===== src/rtl/mem_1r1w_masked_48x64_ctrl.sv =====
// Controller for a 48x64 1R1W byte-masked memory: zero-fill sweep after reset,
// round-robin arbitration of two masked writers, and a 1-cycle read port.
module mem_1r1w_masked_48x64_ctrl #(
  parameter int DEPTH     = 48,
  parameter int WIDTH     = 64,
  parameter int MASK_GRAN = 8,
  parameter int AW        = $clog2(DEPTH),
  parameter int MW        = WIDTH / MASK_GRAN
) (
  input  logic             clock,
  input  logic             reset,
  output logic             init_done,
  input  logic             wr0_valid,
  output logic             wr0_ready,
  input  logic [AW-1:0]    wr0_addr,
  input  logic [WIDTH-1:0] wr0_data,
  input  logic [MW-1:0]    wr0_mask,
  input  logic             wr1_valid,
  output logic             wr1_ready,
  input  logic [AW-1:0]    wr1_addr,
  input  logic [WIDTH-1:0] wr1_data,
  input  logic [MW-1:0]    wr1_mask,
  input  logic             rd_valid,
  output logic             rd_ready,
  input  logic [AW-1:0]    rd_addr,
  output logic             rd_resp_valid,
  output logic [WIDTH-1:0] rd_resp_data,
  output logic [AW-1:0]    W0_addr,
  output logic             W0_en,
  output logic [WIDTH-1:0] W0_data,
  output logic [MW-1:0]    W0_mask,
  output logic [AW-1:0]    R0_addr,
  output logic             R0_en,
  input  logic [WIDTH-1:0] R0_data
);

  typedef enum logic {INIT, RUN} state_t;

  state_t        state_q, state_d;
  logic [AW-1:0] init_ptr;
  logic          rr_last;
  logic          rd_accept;

  localparam logic [AW-1:0] LAST_ADDR = AW'(DEPTH - 1);

  always_ff @(posedge clock) begin
    if (reset) begin
      state_q       <= INIT;
      init_ptr      <= '0;
      rr_last       <= 1'b1;
      rd_resp_valid <= 1'b0;
    end else begin
      state_q       <= state_d;
      rd_resp_valid <= rd_accept;
      if (state_q == INIT && init_ptr != LAST_ADDR) init_ptr <= init_ptr + 1'b1;
      if (wr0_ready)      rr_last <= 1'b0;
      else if (wr1_ready) rr_last <= 1'b1;
    end
  end

  always_comb begin
    state_d = state_q;
    if (state_q == INIT && init_ptr == LAST_ADDR) state_d = RUN;
  end

  // All strobes are forced low while reset is held so nothing reaches the memory.
  always_comb begin
    wr0_ready = 1'b0;
    wr1_ready = 1'b0;
    rd_ready  = 1'b0;
    rd_accept = 1'b0;
    W0_en     = 1'b0;
    W0_addr   = '0;
    W0_data   = '0;
    W0_mask   = '0;
    R0_en     = 1'b0;
    R0_addr   = '0;
    if (!reset) begin
      if (state_q == INIT) begin
        W0_en   = 1'b1;
        W0_addr = init_ptr;
        W0_mask = '1;
      end else begin
        wr0_ready = wr0_valid & (~wr1_valid | rr_last);
        wr1_ready = wr1_valid & (~wr0_valid | ~rr_last);
        if (wr0_ready) begin
          W0_en = 1'b1; W0_addr = wr0_addr; W0_data = wr0_data; W0_mask = wr0_mask;
        end else if (wr1_ready) begin
          W0_en = 1'b1; W0_addr = wr1_addr; W0_data = wr1_data; W0_mask = wr1_mask;
        end
        // A zero-mask write leaves the entry untouched, so it cannot make the read ambiguous.
        rd_ready  = ~(W0_en && W0_addr == rd_addr && W0_mask != '0);
        rd_accept = rd_valid & rd_ready;
        R0_en     = rd_accept;
        R0_addr   = rd_accept ? rd_addr : '0;
      end
    end
  end

  assign init_done    = (state_q == RUN);
  assign rd_resp_data = R0_data;

endmodule


===== config.mk =====
export PLATFORM = sky130hd
export DESIGN_NAME = mem_1r1w_masked_48x64_ctrl
export DESIGN_NICKNAME = d
export VERILOG_FILES = /design/src/rtl/mem_1r1w_masked_48x64_ctrl.sv
export SDC_FILE = /design/constraint.sdc
export NUM_CORES = 1
export LEC_CHECK = 0
export CAP_MARGIN = 10
export CELL_PAD_IN_SITES_DETAIL_PLACEMENT = 2
export CELL_PAD_IN_SITES_GLOBAL_PLACEMENT = 2
export CORE_AREA = 2 2 150 152
export DETAILED_ROUTE_END_ITERATION = 8
export DIE_AREA = 0 0 152 154
export GPL_TIMING_DRIVEN = 0
export PLACE_DENSITY = 0.95
export SLEW_MARGIN = 15
export SYNTH_ARGS = -nofsm -noshare
export SYNTH_HDL_FRONTEND = slang
export SYNTH_SLANG_ARGS = --single-unit

===== constraint.sdc =====
create_clock -name clock -period 4.9 [get_ports clock]
set_input_delay 0.98 -clock clock [delete_from_list [all_inputs] [get_ports clock]]
set_output_delay 0.98 -clock clock [all_outputs]
set_load 0.01 [all_outputs]

---- Word-level counts from Yosys, hierarchy flattened ----
Cells that the tools add are included.
Widths: inputs -> output; s select.
cells by class
  add/sub/neg operators ................... 1
  equality and inequality tests ........... 3
  mux-type cells .......................... 35
  bitwise operators ....................... 10
  reduce and logical (&&, ||, !) cells .... 6
operators with widths
  operator             number
  $mux 64              4
  $mux 6               9
  $mux 8               6
  $mux 1               16
  $reduce_bool 8->1    1
  $add 6x1->6 const B  1
  $eq 6x6->1           1
  $eq 6x6->1 const B   1
  $ne 6x6->1 const B   1
  $not 1->1            5
  $logic_and 1x1->1    4
  $and 1x1->1          3
  $or 1x1->1           2
  $reduce_bool 2->1    1
word-level totals
  bits in registers ....................... 9
  output and inout port bits .............. 155

---- Depth between registers and ports, before layout ----
Gate-level depths: netlist (run 1).
  word-level depth ........................ 15
  gate-level depth with buffers ........... 7
  mapped depth without buffers ............ 5

---- Worst setup path after synthesis (run 1) ----
OpenSTA, ideal clock, no wires.
  path kind ............................... input -> output
  from .................................... in wr0_valid
  to ...................................... out R0_en
  data arrival time ....................... 2.243 ns
  data required time ...................... 3.920 ns
  setup slack ............................. 1.677 ns
  stages on the path ...................... 6
  buffers on the path ..................... 2
  cells stage by stage .................... buf_4 -> a21boi_4 -> buf_4 -> a22oi_2 -> a2111oi_4 -> a21oi_1
between the ends
  longest elaborated chain between the ends .. 14
  elaborated cells between the ends (all ways) .. 24
  classes of those cells .................. eq/ne (1); mux (14); bitwise (6); reduce/logical (3)
RTL lines
  what                 RTL line  text
  from (decl)          13        input logic wr0_valid,
  $not 1->1            85        wr1_ready = wr1_valid & (~wr0_valid | ~rr_last);
  $or 1x1->1           85
  $and 1x1->1          85
  $mux 6               88        end else if (wr1_ready) begin
  $mux 6               86        if (wr0_ready) begin
  $mux 6               79        if (state_q == INIT) begin
  $mux 6               78        if (!reset) begin
  $eq 6x6->1           92        rd_ready = ~(W0_en && W0_addr == rd_addr && W0_mask != '0);
  $logic_and 1x1->1    92
  $logic_and 1x1->1 *  92
  $not 1->1 *          92
  $and 1x1->1 *        93        rd_accept = rd_valid & rd_ready;
  $mux 1 *             79
  $mux 1 *             78
  to (decl)            33        output logic R0_en,
Mark *: on every way between the ends. The rest lies on a longest branch, timed or not. The select of a mux whose other input is x is not followed.

---- Worst setup path in the final report (run 1) ----
  from .................................... in wr1_valid
  to ...................................... out W0_data[5]
between the ends
  longest elaborated chain between the ends .. 6
  elaborated cells between the ends (all ways) .. 8
  classes of those cells .................. mux (4); bitwise (4)
RTL lines
  what         RTL line  text
  from (decl)  18        input logic wr1_valid,
  $not 1->1    84        wr0_ready = wr0_valid & (~wr1_valid | rr_last);
  $or 1x1->1   84
  $and 1x1->1  84
  $mux 64 *    86
  $mux 64 *    79
  $mux 64 *    78
  to (decl)    30        output logic [WIDTH-1:0] W0_data,
Mark *: on every way between the ends. The rest lies on a longest branch, timed or not.

==> results.txt, run 1 <==
syn_nets - 491
vias in the first global route - 3738
first-pass GRT wire length - 26.08 mm
worst-skew pair later-pin latency - 0.24 ns
hold crit path type - register to register
TritonCTS buffer count - 3
clk sink count - 9
Max Root-Sink Buffers - 2
post-CTS setup buffers - 0
EDFF count, synth - 0
Worst Path Max Fanout - 10
layout cells sized above 1 - 0.1527
Initial Util - 0.09317
synthesized area per cell - 7.802 sq um
Max Cap Violations - 0
# DRC - 0
commonest non-fill, non-tap cell in the layout - clkdlybuf4s50_1
post_cts resized - 0
PortBufs - 320
Vert. Die Dim - 154 um
CTS clock-pin slew for the worst setup and hold paths - 0.04 ns
clk root buf - clkbuf_16
antenna violations before repair - 4
share of the yosys chip area belonging to registers - 0.08916
largest net degree at the start of global routing - 11
static leakage - 0.002134 uW
Crit-path slowest cell - clkdlybuf4s50_1
Congestion Overflow GR - 0
CP endpoint kind - primary output
required time worst endpoint - 3.92 ns
FILL cells - 2469
Final Routed Wirelength - 18.35 mm
final core occ - 0.2607
NumNets Final - 816
Vias - 3399
Hold-fix buffers, CTS - 0
worst-margin pin slew - 0.6555 ns
DR pass1 iterations - 4
CP Cell Sequence - clkdlybuf4s50_1, a21boi_4, buf_4, and2_1, buf_4, buf_2, a22o_1, clkdlybuf4s50_1
fin. max-slew vios - 0
unrepaired setup endpoints after global routing - no
Critical Path Start Type - input port
I/O pins - 386
cell family contributing the most delay on the critical path - buffers and inverters
period utilisation layout - 0.9490
Multi-input gate area - 0.001234 sq mm
Period minus WS final - 4.650 ns
register bit total from synthesis - 9
Setup TNS - 0 ns
post-synth cell types - 36
diodes inserted - 0
Setup Viol. Count Final - 0
die area - 0.02341 sq mm
max_slew headroom - 0.5630
FF+latch area - 180.2 sq um
H-tree depth - 1
dpl hpwl - 16.62 mm
Highest Clock Rate - 0.2151 GHz
Die W - 152 um
dominant synthesized flop cell - dfxtp_1
most frequent cells in the layout - clkdlybuf4s50_1, buf_4, a22o_1
flop2flop setup slack - 2.99 ns
routed len/inst - 21.26 um
Ys Warns - 0
Pwr per Cell Area - 96.44 mW/mm^2
1st-iter DRT viols - 105
critical setup path kind - input port to primary output
final hold violations - 0
Mapped Area - 0.002021 sq mm
Mapped Cells - 259
crit path buf inv count - 5
Async SR Flop Fraction - 0
slowest stage delay, CP - 0.62 ns
dpl ws - 0.1542 ns
GRT Util Overall - 0.1460
Worst EP arrival - 3.67 ns
row count - 54
synthesis-to-layout area growth - 179.8%
maximum vdd drop - 88.90 uV
worst setup slack after layout - 0.2500 ns
core area - 0.02169 sq mm
via-per-instance ratio - 3.939
outcome - complete, no violations
post-route ant nets - 0
Final Skew - 0.001405 ns
CTS tree - done
RePlAce Congestion - 0.7457
[sequential cells by signal, summed over array words and instances (netlist names)]
name	cells
init_ptr	6
rd_resp_valid	1
rr_last	1
init_done	1
[cell type report]
cell class,instances,share of cell area
inverters,2,0.001328
clock buffers,3,0.01328
plain buffers,87,0.1060
repair buffers,320,0.5665
clock inverters,1,0.0008852
well taps,280,0.06196
flip-flops and latches,9,0.03187
multi-input cells,161,0.2182
[stage by stage]
| step | area (sq um) | power [uW] | cells | hold WS, ns |
|---|---|---|---|---|
| 2_1_floorplan | 2021 | 174.3 | 259 | 0.4838 |
| 3_3_place_gp | 5574 | 390.6 | 859 | 0.5131 |
| 3_5_place_dp | 5574 | 399.3 | 859 | 0.5393 |
| 4_1_cts | 5654 | 551.8 | 863 | 0.5494 |
| 5_1_grt | 5654 | 568.6 | 863 | 0.6062 |
| 6_report | 5654 | 545.3 | 863 | 0.5445 |
[path summary, 6_finish.rpt]
check | startpoint | end | cells after the start
setup / recovery | wr1_valid | W0_data[5] | 8
hold / removal | init_ptr[4]$_SDFFE_PP0P_ | init_ptr[4]$_SDFFE_PP0P_ | 2
setup reg to reg | rr_last$_SDFFE_PP1P_ | rd_resp_valid$_DFF_P_ | 6
hold reg to reg | init_ptr[4]$_SDFFE_PP0P_ | init_ptr[4]$_SDFFE_PP0P_ | 2
[cells by family after synthesis]
logic type	synth area share
flip-flops	0.08916
multiplexers	0.004954
AND/OR/NAND/NOR	0.1108
buffers and inverters	0.3003
AO/OA/AOI/OAI	0.4495
adder cells (fa/ha/maj)	0.006191
XOR/XNOR	0.03901
[synth_stat cells (2+ instances only)]
cell	number	area, sq um
buf_2	8	40.04
a22oi_1	9	67.56
nand4_1	2	12.51
nor2b_1	2	12.51
a211oi_1	6	45.04
nand2_1	4	15.01
xor2_1	3	26.28
clkbuf_1	10	37.54
a32oi_1	5	43.79
buf_4	68	510.5
and3_1	2	12.51
nand3_1	7	35.03
a22o_1	64	560.5
dfxtp_1	9	180.2
xnor2_1	6	52.55
inv_1	2	7.510
nor2_1	13	48.80
a21oi_1	18	90.09
nor4_1	4	25.02
[power by group]
part / leakage (uW) / total, uW / switching [uW] / internal (uW)
sequential: 0.0000732 / 79.0 / 3.29 / 75.7
combinational: 0.00202 / 317 / 97.9 / 219
clock: 0.0000409 / 150 / 41.4 / 108
total: 0.00213 / 545 / 143 / 403
[worst min-delay path, stage by stage (launching register included)]
cell and delay (ns):
dfxtp_1 0.34, o21ai_0 0.09, a21oi_1 0.07
[routing by layer]
| layer | wire length, um | GRT usage | share of wire |
|---|---|---|---|
| met1 | 6656 | 0.1553 | 0.36 |
| met2 | 9953 | 0.2851 | 0.54 |
| met3 | 1541 | 0.04932 | 0.084 |
| met4 | 147 | 0.01691 | 0.0080 |
| met5 | 52 | 0 | 0.0028 |
No activity file was read; power rests on OpenSTA's default activity.
==> run 2: changes to the inputs <==
--- a/config.mk
+++ b/config.mk
@@ -5,7 +5,7 @@
 export SDC_FILE = /design/constraint.sdc
 export NUM_CORES = 1
 export LEC_CHECK = 0
-export CAP_MARGIN = 10
+export CAP_MARGIN = 15
 export CELL_PAD_IN_SITES_DETAIL_PLACEMENT = 2
 export CELL_PAD_IN_SITES_GLOBAL_PLACEMENT = 2
 export CORE_AREA = 2 2 150 152
==> results of run 2 <==
No change in the layout: final DEF, timing and power equal those of run 1.
==> run 3: changes to the inputs <==
--- a/config.mk
+++ b/config.mk
@@ -6,13 +6,15 @@
 export NUM_CORES = 1
 export LEC_CHECK = 0
 export CAP_MARGIN = 15
-export CELL_PAD_IN_SITES_DETAIL_PLACEMENT = 2
-export CELL_PAD_IN_SITES_GLOBAL_PLACEMENT = 2
+export CELL_PAD_IN_SITES_DETAIL_PLACEMENT = 1
+export CELL_PAD_IN_SITES_GLOBAL_PLACEMENT = 1
 export CORE_AREA = 2 2 150 152
+export CTS_BUF_LIST = sky130_fd_sc_hd__clkbuf_4 sky130_fd_sc_hd__clkbuf_8
+export CTS_CLUSTER_SIZE = 28
 export DETAILED_ROUTE_END_ITERATION = 8
 export DIE_AREA = 0 0 152 154
 export GPL_TIMING_DRIVEN = 0
-export PLACE_DENSITY = 0.95
+export PLACE_DENSITY = 0.73
 export SLEW_MARGIN = 15
 export SYNTH_ARGS = -nofsm -noshare
 export SYNTH_HDL_FRONTEND = slang
==> run 3 against run 2 <==
Compared with the run above: wire length decreased by 16%; global-route usage decreased by 2.5 points; sequential share of layout area about the same; clock-buffer cell count rose by 1; worst setup slack got worse by 0.0068 ns; critical path type unchanged; critical endpoint is now W0_data[47].
==> results.txt, run 3 (same netlist as run 1, synthesis figures left out) <==
outcome - complete, no violations
required time worst endpoint - 3.92 ns (about the same)
1st-iter DRT viols - 120 (+14%)
worst setup slack after layout - 0.2432 ns (-0.006848 ns)
Max Cap Violations - 0 (unchanged)
core area - 0.02169 sq mm (unchanged)
TritonCTS buffer count - 3 (unchanged)
I/O pins - 386 (unchanged)
synthesis-to-layout area growth - 178.2%
Initial Util - 0.09317 (unchanged)
CTS clock-pin slew for the worst setup and hold paths - 0.05 ns (about the same)
clk sink count - 9 (unchanged)
Worst EP arrival - 3.68 ns (about the same)
CTS tree - done
Final Routed Wirelength - 15.42 mm (-16%)
worst-margin pin slew - 0.6209 ns (-0.03458 ns)
Period minus WS final - 4.657 ns (+0.006848 ns)
die area - 0.02341 sq mm (unchanged)
via-per-instance ratio - 3.844 (-2.4%)
Cell Count, Final, Fillers Out - 863 (unchanged)
antenna violations before repair - 0 (-4)
Pwr per Cell Area - 86.82 mW/mm^2 (-10%)
Die W - 152 um (unchanged)
Worst Path Max Fanout - 10 (unchanged)
Largest Register - init_ptr
fin. max-slew vios - 0 (unchanged)
max_slew headroom - 0.5806 (+0.01760)
Final Skew - 0.003279 ns (+0.001874 ns)
H-tree depth - 1 (unchanged)
unrepaired setup endpoints after global routing - no
Vert. Die Dim - 154 um (unchanged)
largest net degree at the start of global routing - 11 (unchanged)
Hold-fix buffers, CTS - 0 (unchanged)
dpl ws - 0.1635 ns (+0.009384 ns)
DR pass1 iterations - 4 (unchanged)
Hold Slack - 0.5416 ns (-0.002885 ns)
hold crit path type - register to register
clk root buf - clkbuf_8
Critical Path Start Type - input port
Placed Area - 0.005574 sq mm (unchanged)
Setup Viol. Count Final - 0 (unchanged)
final hold violations - 0 (unchanged)
Congestion Overflow GR - 0 (unchanged)
row count - 54 (unchanged)
post-route ant nets - 0 (unchanged)
dpl hpwl - 13.74 mm (-17%)
RePlAce Congestion - 0.7631 (+2.3%)
Setup TNS - 0 ns (unchanged)
vias in the first global route - 3502 (-6.3%)
Placed Instances - 859 (unchanged)
period utilisation layout - 0.9504 (+0.001398)
routed len/inst - 17.87 um (-16%)
FILL cells - 2576 (+4.3%)
Vias - 3317 (-2.4%)
GRT Util Overall - 0.1207 (-0.02529)
maximum vdd drop - 102.4 uV (+15%)
most frequent cells in the layout - clkdlybuf4s50_1, buf_4, a22o_1
worst-skew pair later-pin latency - 0.23 ns (about the same)
max reg flops - 6 (unchanged)
critical setup path kind - input port to primary output
Design Area, Final - 0.005622 sq mm (-0.58%)
PortBufs - 320 (unchanged)
Max Root-Sink Buffers - 2 (unchanged)
post_cts resized - 0 (unchanged)
layout cells sized above 1 - 0.1529 (+0.0002623)
CP endpoint kind - primary output
NumNets Final - 815 (-0.12%)
commonest non-fill, non-tap cell in the layout - clkdlybuf4s50_1
static leakage - 0.002118 uW (-0.74%)
# DRC - 0 (unchanged)
first-pass GRT wire length - 22.25 mm (-15%)
Highest Clock Rate - 0.2147 GHz (-0.15%)
## run 3: cell count changes in the layout (fill, tap and decap cells not counted)
cell | before | now
clkbuf_1 | 10 | 9
clkbuf_16 | 3 | 0
clkbuf_4 | 0 | 1
clkbuf_8 | 0 | 3
clkinv_2 | 1 | 0
diode_2 | 0 | 1
## run 3: path summary, 6_finish.rpt
check	from	endpoint	slack (ns)	cells after the start
worst max-delay path	wr1_valid	W0_data[47]	0.24	8
worst min register to register	init_ptr[4]$_SDFFE_PP0P_	init_ptr[4]$_SDFFE_PP0P_	0.54	2
worst min-delay path	init_ptr[4]$_SDFFE_PP0P_	init_ptr[4]$_SDFFE_PP0P_	0.54	2
worst max register to register	rr_last$_SDFFE_PP1P_	rd_resp_valid$_DFF_P_	2.94	6
## run 3: worst max-delay path, stage by stage
cell,delay [ns]
clkdlybuf4s50_1,0.58
a21boi_4,0.37
buf_4,0.25
and2_1,0.15
buf_4,0.19
buf_2,0.27
a22o_1,0.19
clkdlybuf4s50_1,0.69
## run 3: metrics by stage
| step | total power (uW) | util |
|---|---|---|
| 6_report | 488.1 | 0.2592 |
| 5_1_grt | 513.3 | 0.2591 |
| 4_1_cts | 494.2 | 0.2593 |
| 3_5_place_dp | 395.7 | 0.2570 |
| 3_3_place_gp | 391.4 | 0.2570 |
| 2_1_floorplan | 174.3 | - |
## run 3: layout make-up
class                           count  area [sq um]  area share
Antenna cell                        1         2.502   0.0004451
Buffer                             86         595.6      0.1059
Clock buffer                        4         48.80    0.008680
Inverter                            2         7.507    0.001335
Multi-Input combinational cell    161          1234      0.2195
Sequential cell                     9         180.2     0.03205
Tap cell                          280         350.3     0.06232
Timing Repair Buffer              320          3203      0.5698
## run 3: power by group
part           switching [uW]  internal (uW)  leakage [uW]
combinational            94.9            219       0.00202
clock                    33.2           62.6     0.0000262
sequential               3.29           75.6     0.0000732
total                     131            357       0.00212
## run 3: per-layer routing
metal / global-route usage / routed length [um]
met1: 0.1475 / 6162
met2: 0.2229 / 8062
met3: 0.02678 / 1086
met4: 0.01246 / 107
met5: 0 / 0
## run 3: repair_timing
item                                    4_1_cts  5_1_grt
setup buffers                                 0        0
endpoints found under the hold margin         0        0
endpoints found under the setup margin        0        2
==> RTL change 1, RTL diff (flow settings as in run 1) <==
`MASK_GRAN`: 8 -> 9.
--- a/src/rtl/mem_1r1w_masked_48x64_ctrl.sv
+++ b/src/rtl/mem_1r1w_masked_48x64_ctrl.sv
@@ -3,7 +3,7 @@
 module mem_1r1w_masked_48x64_ctrl #(
   parameter int DEPTH     = 48,
   parameter int WIDTH     = 64,
-  parameter int MASK_GRAN = 8,
+  parameter int MASK_GRAN = 9,
   parameter int AW        = $clog2(DEPTH),
   parameter int MW        = WIDTH / MASK_GRAN
 ) (
Ports: changed (resized W0_mask, wr0_mask and wr1_mask); port bits go from 386 to 383. The function was not compared with the original's and may differ.
==> RTL change 1 against run 1 <==
Maximum frequency increased by 0.31%; design area up 0.29%; count of clock-buffer cells in the layout did not move; total power is 0.99% higher; worst setup slack better by 0.014 ns; sequential cell count stayed put; critical path depth unchanged; routed wire length shrank 1.9%; clock skew barely moved; synthesized area grew 1.5%; critical path type unchanged; critical endpoint is now W0_data[20].
==> RTL change 1: results <==
group,metric,value,unit
routing,wl_met2,9590,um
layout,fin_nets,812,
timing,tightestPinTransition,0.616,ns
routing,routedWlPerCell,20.9,um
yosys,synthesis.nets,488,
routing,vias,3395,
timing,fin_hold_ws,0.552,ns
placed_design,dpl.hpwl,16000,um
power_and_ir_drop,peakVddDrop,0.0867,mV
routing,met3_wirelength,1220,um
layout,fillers,2464,
global_routing,grt_pass1_vias,3866,
placed_design,place_congestion,0.818,
routing,drt-met1-wl,6860,um
yosys,yosysSeqAreaShare,8.78,%
global_routing,grt_antenna_before_repair,2,
placed_design,numPortBuffers,317,
global_routing,grt_pass1_wl,25900,um
placed_design,pre_cts_slack,0.00113,ns
layout,drive_gt1_share,16.7,%
run_status,status,"finished clean",
yosys,ys_types,38,
power_and_ir_drop,switchingPower,146,uW
setup_path,cp.arrival,3.66,ns
timing,fin_skew,0.00157,ns
power_and_ir_drop,p_leak,0.00215,uW
[RTL change 1: cell count changes in the layout (fill, tap and decap cells not counted), moves of 3 or more]
cell	change
buf_2	+5
a22oi_1	-3
a32o_1	+3
clkdlybuf4s50_1	-3
nor4_1	-3
[RTL change 1: power groups by stage]
stage	Sequential (uW)	Clock, uW	Combinational (uW)
global placement	80.4	0	315
CTS	79.2	149	326
global route	79.6	155	342
detailed placement	80.5	0	324
floorplan	79.4	0	98.5
finish	79.2	148	324
[RTL change 1: worst max path at each step]
stage,slack (ns),cells after the start,endpoint
after floorplan,1.65,7,R0_en
after global placement,0.03,8,W0_data[5]
after detailed placement,0.001,8,W0_data[20]
after CTS,0.006,8,W0_data[20]
after global routing,0.02,8,R0_addr[3]
final,0.26,8,W0_data[20]
[RTL change 1: stage by stage]
stage,instances,area (um2)
after floorplan,258,2050
after global placement,855,5580
after detailed placement,855,5580
after CTS,859,5660
after global routing,861,5670
final,861,5670
[RTL change 1: routing by layer]
metal,vias to the layer above,track usage (%)
met5,-,0
met3,23,3.80
met4,2,2.71
li1,1573,-
met2,171,27.2
met1,1626,16.2
[RTL change 1: worst max-delay path: stages]
cell and delay [ns]:
clkdlybuf4s50_1 0.60, a21boi_4 0.30, buf_6 0.20, and2_2 0.17, buf_2 0.28, buf_2 0.29, a22o_1 0.25, clkdlybuf4s50_1 0.57
[RTL change 1: area by class of cell]
type	count	area, um2	share of cell area [%]
plain buffers	89	623	11.0
clock buffers	3	75.1	1.32
clock inverters	1	5.00	0.0883
multi-input cells	160	1250	22.0
flip-flops and latches	9	180	3.18
well taps	280	350	6.18
repair buffers	319	3190	56.2
[RTL change 1: logic make-up (layout without fill, tap and decap cells)]
| group | Yosys count | in the layout | synth area share [%] |
|---|---|---|---|
| DFF | 9 | 9 | 8.78 |
| AOI/OAI and AO/OA | 111 | 111 | 44.9 |
| buffers and inverters | 89 | 412 | 30.4 |
| adders and majority gates | 1 | 1 | 0.610 |
| muxes | 1 | 1 | 0.488 |
| and+or+nand+nor | 36 | 36 | 10.2 |
| xor gates and xnor gates | 11 | 11 | 4.70 |
[RTL change 1: timing repair]
action,4_1_cts,5_1_grt
endpoints found under the hold margin,0,0
buffers inserted,0,2
endpoints found under the setup margin,0,12
==> RTL change 2, RTL diff (flow settings as in run 1) <==
Without the edit above. Reset style: asynchronous (`reset`), changed in one clocked block.
--- a/src/rtl/mem_1r1w_masked_48x64_ctrl.sv
+++ b/src/rtl/mem_1r1w_masked_48x64_ctrl.sv
@@ -43,7 +43,7 @@
 
   localparam logic [AW-1:0] LAST_ADDR = AW'(DEPTH - 1);
 
-  always_ff @(posedge clock) begin
+  always_ff @(posedge clock or posedge reset) begin
     if (reset) begin
       state_q       <= INIT;
       init_ptr      <= '0;
Function: no difference found for any inputs over 10 cycles, from zero or initial values and one cycle with reset high; that may be too few to reach the edited logic, so the function may still have changed.
==> RTL change 2 against run 1 <==
Routed wire length shrank 5.2%; first-iteration DRC count fell by 19%; register-to-register slack lost 0.14 ns; design area rose by 0.44%; non-clock buffer count is 1 lower; via count fell by 1.5%; worst setup slack gained 0.048 ns; synthesized area rose by 1.7%; clock skew hardly changed; sequential cell count is the same; total power rose by 32%.
==> RTL change 2: results <==
group,metric,value,unit
run_status,status,"finished clean",
min_path,min_path_cells,1,
layout,seq_area_share,3.99,%
placed_design,pre_cts_slack,0.266,ns
power_and_ir_drop,peakVddDrop,0.0957,mV
placed_design,place_congestion,0.847,
setup_path,timing.rr.start,"rr_last",
yosys,yosysSeqAreaShare,11.0,%
routing,vias,3349,
yosys,synth_compound_area_share,43.5,%
placed_design,numPortBuffers,319,
setup_path,cp.arrival,3.62,ns
layout,diodes,1,
layout,fin_nets,810,
power_and_ir_drop,p_leak,0.00217,uW
layout,postLayoutCoreUtil,26.2,%
layout,buf_share,67.0,%
global_routing,grt_antenna_before_repair,2,
layout,area_growth,176,%
power_and_ir_drop,p_clk,143,uW
yosys,synthesis.nets,486,
setup_path,timing.rr.end,"rd_resp_valid",
layout,multi_input_area_share,21.1,%
layout,postLayoutCellArea,5680,um2
global_routing,grt_pass1_wl,25100,um
timing,max_slew_margin,60.8,%
power_and_ir_drop,switching_share,30.0,%
yosys,ys_async_sr_fraction,100,%
setup_path,cpPeakStageDelay,0.59,ns
routing,first_iter_violations,85,
yosys,ys_top_cells_by_count,"buf_4, a22o_1, a21oi_1",
setup_path,reg2reg_slack,2.85,ns
yosys,synth-adder-area-share,0.609,%
layout,final-clk-cell-share,1.39,%
power_and_ir_drop,switchingPower,216,uW
setup_path,cp-endpoint,"W0_data[19]",
layout,clkbuf_count,4,
layout,n_all_buffers,406,
timing,post-route-min-period,4.60,ns
==> RTL change 2: routing by layer <==
metal | GRT usage, % | part of all wire, % | up-vias
li1 | - | - | 1548
met1 | 14.6 | 36 | 1608
met2 | 27.9 | 55 | 181
met3 | 4.26 | 8.0 | 10
met4 | 1.11 | 0.57 | 2
met5 | 0 | 0.046 | -
==> RTL change 2: cells by family (layout without fill, tap and decap cells) <==
family / after synthesis / in the layout
xor+xnor: 9 / 9
mux: 1 / 1
flops: 9 / 9
buf+inv: 91 / 414
other cells: 0 / 1
simple gates: 36 / 36
fa+ha+maj: 1 / 1
compound gates: 107 / 107
==> RTL change 2: through the flow <==
stage               std cells  hold WS, ns
finish                    858        0.515
global route              858        0.554
CTS                       857        0.520
detailed placement        853        0.529
global placement          853        0.512
floorplan                 254        0.470
==> RTL change 2: critical path, delay by kind of cell <==
kind	cells	cell delay (ns)
AO/OA/AOI/OAI	2	0.58
buffers and inverters	5	1.87
AND/OR/NAND/NOR	1	0.18
